`src/rtl/draw_sequencer.sv`:
```
// -----------------------------------------------------------------------------
// draw_sequencer
//
// Top-level drawing controller that sits between the VGA adapter and two
// drawing engines. On a run request it starts the screen-clear engine
// (fillscreen), waits one idle cycle, then starts the shape engine. Only the
// engine that owns the current phase has its plot stream sampled. That stream
// is clipped to the visible screen, registered once, and driven onto the single
// VGA plot port. Forwarded plots are counted per run, saturating at 32767.
//
// Parameters
//   SCREEN_W   visible width; a plot is forwarded only if x < SCREEN_W
//   SCREEN_H   visible height; a plot is forwarded only if y < SCREEN_H
//   CLEAR_EN   1 = clear engine runs before the shape engine, 0 = shape only
//
// Ports
//   clk, rst_n                      clock, asynchronous active-low reset
//   start / done                    level run request / run complete
//   bg_colour, fg_colour            colours passed through to the engines
//   fs_start, fs_colour             clear engine start and colour
//   fs_done, fs_x/y/col/plot        clear engine done and plot stream
//   dr_start, dr_colour             shape engine start and colour
//   dr_done, dr_x/y/col/plot        shape engine done and plot stream
//   vga_x/y/colour/plot             registered plot to the VGA adapter
//   plot_count                      plots forwarded in the current run
// -----------------------------------------------------------------------------
module draw_sequencer #(
    parameter int SCREEN_W = 160,
    parameter int SCREEN_H = 120,
    parameter bit CLEAR_EN = 1'b1
) (
    input  logic        clk,
    input  logic        rst_n,
    input  logic        start,
    output logic        done,
    input  logic [2:0]  bg_colour,
    input  logic [2:0]  fg_colour,
    output logic        fs_start,
    output logic [2:0]  fs_colour,
    input  logic        fs_done,
    input  logic [7:0]  fs_x,
    input  logic [6:0]  fs_y,
    input  logic [2:0]  fs_col,
    input  logic        fs_plot,
    output logic        dr_start,
    output logic [2:0]  dr_colour,
    input  logic        dr_done,
    input  logic [7:0]  dr_x,
    input  logic [6:0]  dr_y,
    input  logic [2:0]  dr_col,
    input  logic        dr_plot,
    output logic [7:0]  vga_x,
    output logic [6:0]  vga_y,
    output logic [2:0]  vga_colour,
    output logic        vga_plot,
    output logic [14:0] plot_count
);

    // One bit wider than the coordinates so a limit equal to 2^N still compares.
    localparam logic [8:0]  X_LIM   = 9'(SCREEN_W);
    localparam logic [7:0]  Y_LIM   = 8'(SCREEN_H);
    localparam logic [14:0] CNT_MAX = 15'h7FFF;

    typedef enum logic [2:0] {
        S_IDLE,
        S_CLEAR,
        S_GAP,
        S_DRAW,
        S_DONE
    } state_t;

    state_t      state_q, state_d;
    logic        clr_cnt;

    logic        src_plot;
    logic [7:0]  src_x;
    logic [6:0]  src_y;
    logic [2:0]  src_col;
    logic        fwd;

    logic [7:0]  vga_x_q, vga_x_d;
    logic [6:0]  vga_y_q, vga_y_d;
    logic [2:0]  vga_col_q, vga_col_d;
    logic        vga_plot_q, vga_plot_d;
    logic [14:0] plot_count_q, plot_count_d;

    // Next-state logic. Dropping start aborts from any working phase; the
    // abort takes priority over a coincident engine done.
    always_comb begin
        state_d = state_q;
        clr_cnt = 1'b0;
        unique case (state_q)
            S_IDLE: begin
                if (start) begin
                    clr_cnt = 1'b1;
                    if (CLEAR_EN) begin
                        state_d = S_CLEAR;
                    end else begin
                        state_d = S_DRAW;
                    end
                end
            end
            S_CLEAR: begin
                if (!start) begin
                    state_d = S_IDLE;
                end else if (fs_done) begin
                    state_d = S_GAP;
                end
            end
            S_GAP: begin
                if (!start) begin
                    state_d = S_IDLE;
                end else begin
                    state_d = S_DRAW;
                end
            end
            S_DRAW: begin
                if (!start) begin
                    state_d = S_IDLE;
                end else if (dr_done) begin
                    state_d = S_DONE;
                end
            end
            S_DONE: begin
                if (!start) begin
                    state_d = S_IDLE;
                end
            end
            default: state_d = S_IDLE;
        endcase
    end

    // Source select: only the engine owning the phase is looked at, so the
    // idle engine's stray plots can never leak through.
    always_comb begin
        src_plot = 1'b0;
        src_x    = fs_x;
        src_y    = fs_y;
        src_col  = fs_col;
        if (state_q == S_CLEAR) begin
            src_plot = fs_plot;
        end else if (state_q == S_DRAW) begin
            src_plot = dr_plot;
            src_x    = dr_x;
            src_y    = dr_y;
            src_col  = dr_col;
        end
    end

    assign fwd = src_plot && ({1'b0, src_x} < X_LIM) && ({1'b0, src_y} < Y_LIM);

    always_comb begin
        vga_plot_d = fwd;
        vga_x_d    = vga_x_q;
        vga_y_d    = vga_y_q;
        vga_col_d  = vga_col_q;
        if (fwd) begin
            vga_x_d   = src_x;
            vga_y_d   = src_y;
            vga_col_d = src_col;
        end
    end

    always_comb begin
        plot_count_d = plot_count_q;
        if (clr_cnt) begin
            plot_count_d = '0;
        end else if (fwd && (plot_count_q != CNT_MAX)) begin
            plot_count_d = plot_count_q + 15'd1;
        end
    end

    always_ff @(posedge clk or negedge rst_n) begin
        if (!rst_n) begin
            state_q      <= S_IDLE;
            vga_plot_q   <= 1'b0;
            vga_x_q      <= '0;
            vga_y_q      <= '0;
            vga_col_q    <= '0;
            plot_count_q <= '0;
        end else begin
            state_q      <= state_d;
            vga_plot_q   <= vga_plot_d;
            vga_x_q      <= vga_x_d;
            vga_y_q      <= vga_y_d;
            vga_col_q    <= vga_col_d;
            plot_count_q <= plot_count_d;
        end
    end

    // Handshake outputs are pure decodes of the state register, so no input
    // reaches them combinationally.
    assign fs_start   = (state_q == S_CLEAR);
    assign dr_start   = (state_q == S_DRAW);
    assign done       = (state_q == S_DONE);

    assign fs_colour  = bg_colour;
    assign dr_colour  = fg_colour;

    assign vga_x      = vga_x_q;
    assign vga_y      = vga_y_q;
    assign vga_colour = vga_col_q;
    assign vga_plot   = vga_plot_q;
    assign plot_count = plot_count_q;

endmodule
```
`config.mk`:
```
export PLATFORM = sky130hd
export DESIGN_NAME = draw_sequencer
export DESIGN_NICKNAME = d
export VERILOG_FILES = /design/src/rtl/draw_sequencer.sv
export SDC_FILE = /design/constraint.sdc
export NUM_CORES = 1
export LEC_CHECK = 0
export ABC_AREA = 0
export BUFFER_PORTS_ARGS = -buffer_cell sky130_fd_sc_hd__buf_2
export CORE_UTILIZATION = 25
export CTS_CLUSTER_DIAMETER = 30
export DETAILED_ROUTE_END_ITERATION = 6
export PLACE_DENSITY_LB_ADDON = 0.08
export SKIP_LAST_GASP = 1
export SYNTH_ARGS = -nofsm -noshare
export SYNTH_HDL_FRONTEND = slang
export SYNTH_SLANG_ARGS = --single-unit
```
`constraint.sdc`:
```
create_clock -name clk -period 2.3 [get_ports clk]
set_input_delay 0.23 -clock clk [delete_from_list [all_inputs] [get_ports clk]]
set_output_delay 0.23 -clock clk [all_outputs]
set_load 0.1 [all_outputs]
```
Word-level counts from Yosys, hierarchy flattened. Cells that the tools add are included.

$add $sub $neg: 1. Multipliers: 0. Div/mod/pow operators: 0. $lt $le $gt $ge: 2. Equal/unequal tests: 9. Shift operators: 0. Multiplexer cells: 20. Bitwise logic cells: 0. Reduce and logical (&&, ||, !) cells: 6.

Operators by type and width (number): 15-bit 2-to-1 mux (2); 3-bit 2-to-1 mux (8); 8-bit 2-to-1 mux (2); 15-bit by 1-bit adder with 15-bit output, second input constant (1); 15-bit != test, second input constant (1); 3-bit case mux with 5 select lines (1); 7-bit 2-to-1 mux (2); 8-bit < comparator, second input constant (1); 7-bit < comparator, second input constant (1); 3-bit by 2-bit == test with 1-bit output, second input constant (2); 3-bit by 2-bit != test with 1-bit output, second input constant (2); 1-bit 2-to-1 mux (4); 2-bit != test, second input constant (2); 4-bit AND reduction (1); 3-bit by 1-bit == test with 1-bit output, second input constant (1); 3-bit == test, second input constant (1); 1-bit logical AND (3); 3-bit zero test (1); 2-bit 2-to-1 mux (1); 2-bit nonzero test (1).

Bits in registers: 37. Bits in latches: 0. Memory bits (writable): 0. Bits in read-only memories: 0. Input bits: 49. Output and inout bits: 43. Logic and storage cells: 44. Memories kept: 0.

Logic depth before layout (Yosys ltp).
Depth after elaboration: 9. Gate-level depth with buffers: 10. Mapped depth without buffers: 7.

Worst setup path before layout. No wires, ideal clock.

Kind: register -> register. Start: register state_q[1]. End: register state_q[2]. Library setup time: 74 ps. Arrival: 3051 ps. Data required time: 2226 ps. Path slack: -825 ps. Cell stages (with the launch flop): 4. Path buffers: 1. Period minus slack after synthesis: 3125 ps. Path through: dfrtp_1 buf_6 nor3b_1 o21a_1.

Longest elaborated chain between the ends: 3. Elaborated cells between the ends (all ways): 11. Classes of those cells: eq/ne (8); mux (1); reduce/logical (2).

Ends and longest elaborated chain: start: declaration (RTL line 72) `state_t state_q, state_d;`; start signal: assignment (RTL line 182) `state_q <= state_d;`; 3-bit == test (*); net done (RTL line 35) `output logic done,`; 2-bit != test (no line); 4-bit AND reduction (no line).

Mark *: on every way through the listed nets, which the timed path passes. The rest lies on a longest branch. A chain may end at the register's enable or synchronous reset.

Final worst setup path.
Start: register plot_count_q[0], in the netlist plot_count[0]. End: register plot_count_q[1], in the netlist plot_count[1].

Longest elaborated chain between the ends: 3. Elaborated cells between the ends (all ways): 6. Classes of those cells: add/sub (1); eq/ne (1); mux (2); reduce/logical (2).

Ends and longest elaborated chain: start: declaration (RTL line 85) `logic [14:0] plot_count_q, plot_count_d;`; start signal: assignment (RTL line 187) `plot_count_q <= plot_count_d;`; 15-bit by 1-bit adder with 15-bit output / 15-bit != test (equally long branches) (RTL line 169, 168); 15-bit 2-to-1 mux / 1-bit logical AND (equally long branches) (RTL line 168) `end else if (fwd && (plot_count_q != CNT_MAX)) begin`; 15-bit 2-to-1 mux / 2-bit nonzero test (equally long branches).

Several ways; a longest one is shown, not always the timed one. The select of a mux whose other input is x is not followed.

==> summary.md <==
| Metric | Value |
|---|---|
| Max-Cap Viols | 0 |
| Vias in the first global route | 1738 |
| Fmax | 0.493 GHz |
| Max incr delay on CP | 0.44 ns |
| Inserted Clock Buffers | 5 |
| Post-Syn Nets | 274 |
| Register area share after synthesis | 47.5% |
| EDFF count, synth | 0 |
| Total Nets Final | 350 |
| Total iterations of the first detailed-routing run | 4 |
| Layout cells sized above 1 | 37.0% |
| Main flop type after synthesis | dfrtp_1 |
| Tot GR Track Use | 14.2% |
| Final instance area | 0.00255 mm2 |
| Synthesized instance count | 224 |
| Multi-input gate area | 901 um2 |
| Most instantiated cells after synthesis | 52 x nand2_1, 37 x dfrtp_1, 26 x nor2_1 |
| Syn Area/Cell | 8.71 um2 |
| DIE WIDTH | 90.3 um |
| # DRC | 0 |
| Initial antenna violation count | 0 |
| Core area | 0.00741 mm2 |
| Largest cells by area after synthesis | dfrtp_1 47%, nand2_1 10%, a31oi_1 6.1%, nor2_1 5.0%, mux2i_1 3.6% |
| RSZ-0062 raised after global routing | false |
| Iter 0 DRT Violations | 87 |
| Grt ovf | 0 |
| First-pass GRT wire length | 9080 um |
| Final critical-path share of the clock period | 88.2% |
| Fill cell count | 833 |
| Final WL | 5400 um |
| # port buffers | 79 |
| Clock Skews | 0.00532 ns |
| PD cells | 972 mW/mm2 |
| Inserted Diodes | 0 |
| Synth top area share | 47.5% |
| Area leader, netlist | dfrtp_1 |
| CP endpoint kind | register |
| Post-DP Area | 0.00246 mm2 |
| Run status | finished, final reports clean |
| Largest net degree at the start of global routing | 38 |
| Critical path type | register to register |
| Num rows | 31 |
| Clk sinks | 37 |
| Worst Hold Class | primary input to register |
| Max clock buf depth | 2 |
| Worst Path Max Fanout | 10 |
| Slew Viols, Final | 0 |
| Hold path cells | 2 |
| Post-synth ARST share | 100% |
| CP Cell Sequence | ha_1 > nand4_1 > nor3_1 > nand3_1 > and3_1 > a31o_1 |
| Storage cell area | 943 um2 |
| Slowest stage cell, crit path | dfrtp_4 |
| Slew @ Worst Pin | 0.661 ns |
| Yosys warning count | 0 |
| CTS tree | built |
| Avg Vias per Cell | 4.66 |
| Clock-pin transition on the worst setup and hold timing paths | 0.08 ns |
| FF+latch count, synth | 37 |
| Later-pin clock latency in the skew report | 0.29 ns |
| Synthesized cell area | 0.00195 mm2 |
| Synth-to-Final Area Change | 30.7% |
| Setup TNS | 0 ns |
| Post-DP HPWL | 4000 um |
| Top-count cell post-synth | nand2_1 |
| Max VDD drop | 373 uV |
| Critical Path AT | 2.21 ns |
| H-tree levels | 2 |
| Min cycle time layout | 2.03 ns |
| I/O pins | 92 |
| Slew headroom | 55.9% |
| GP Congestion | 0.790 |
| Die height | 90.3 um |
| Finish-stage setup viols | 0 |
| Via count | 1861 |
| Clock Root Buffer | clkbuf_8 |
| Routed wire per std cell | 13.5 um |
| Startpoint Class | register |
| Final Hold Violating Endpoints | 0 |
| Hold WS | 0.179 ns |
| FF-to-FF path depth | 6 |
| Die ar. | 0.00816 mm2 |
| Cts repair resizes | 0 |
| Leak pwr | 1.23 nW |
| CP required | 2.48 ns |
| Initial Util | 26.3% |
| Unique masters post-synth | 35 |
| Post-DRT Antenna Nets | 0 |
[cell families (layout without fill, tap and decap cells)]
kind of cell / after synthesis / count (layout) / share of synthesized area (%)
AOI/OAI and AO/OA: 40 / 40 / 13.9
adders and majority gates: 1 / 1 / 0.641
buffers and inverters: 23 / 99 / 6.61
DFF: 37 / 37 / 47.5
muxes: 7 / 7 / 3.59
and+or+nand+nor: 116 / 116 / 27.8
[cells in the final DEF (no fill, tap or decap), drive strengths merged, types with 3 or more instances in the layout]
cell	instances
buf	86
nand2	52
dfrtp	37
nor2	26
a31oi	19
nand3	10
nand4	8
mux2i	7
a21oi	6
clkbuf	6
o31ai	5
inv	5
nand2b	4
or4	4
o21ai	3
nor3	3
and3	3
[through the flow]
step | setup WS, ns | instances | total power, mW | util, %
2_1_floorplan | 0.0453 | 224 | 1.88 | -
3_3_place_gp | 0.314 | 391 | 2.06 | 33.2
3_5_place_dp | 0.306 | 391 | 2.07 | 33.2
4_1_cts | 0.290 | 399 | 2.51 | 34.4
5_1_grt | 0.0997 | 399 | 2.61 | 34.4
6_report | 0.271 | 399 | 2.48 | 34.4
[power breakdown]
part	internal (mW)	switching [mW]
Sequential	0.766	0.0597
Combinational	0.196	1.02
Clock	0.206	0.231
Total	1.17	1.31
[repair_timing]
item / 4_1_cts / 5_1_grt
setup buffers: 0 / 0
hold endpoints to repair: 26 / 0
hold buffers: 1 / 0
endpoints found under the setup margin: 0 / 0
[area by class of cell]
type	count	share of cell area, %
Clock buffer	6	2.85
Clock inverter	1	0.196
Inverter	5	0.736
Multi-Input combinational cell	164	35.3
Sequential cell	37	37.0
Tap cell	99	4.86
Timing Repair Buffer	87	19.0
[critical path: cells and delay by family, from the launching register on]
family | cells | cell delay (ns)
AOI/OAI and AO/OA | 1 | 0.17
DFF | 1 | 0.44
and+or+nand+nor | 4 | 1.12
adders and majority gates | 1 | 0.19
[layer usage]
layer | track usage (%) | vias to the layer above | share of wire (%)
met4 | 4.30 | 0 | 1.7
met5 | 0 | - | 0
li1 | - | 932 | -
met3 | 3.28 | 7 | 4.2
met1 | 19.7 | 876 | 48
met2 | 21.7 | 46 | 46
[registers in the layout, summed over array words and instances, names as in the netlist]
register    cells
vga_colour      3
vga_y           7
vga_plot        1
vga_x           8
state_q         3
plot_count     15
[final timing paths]
path                               startpoint              to  slack (ns)
min in group asynchronous               rst_n  plot_count[13]        0.51
max in group asynchronous               rst_n  plot_count[11]        1.18
worst max-delay path            plot_count[0]   plot_count[1]        0.27
worst min-delay path                    start      state_q[2]        0.18
worst min register to register  plot_count[4]   plot_count[4]        0.51
worst max register to register  plot_count[0]   plot_count[1]        0.27
Note: power is estimated with default switching activity, not from simulation.
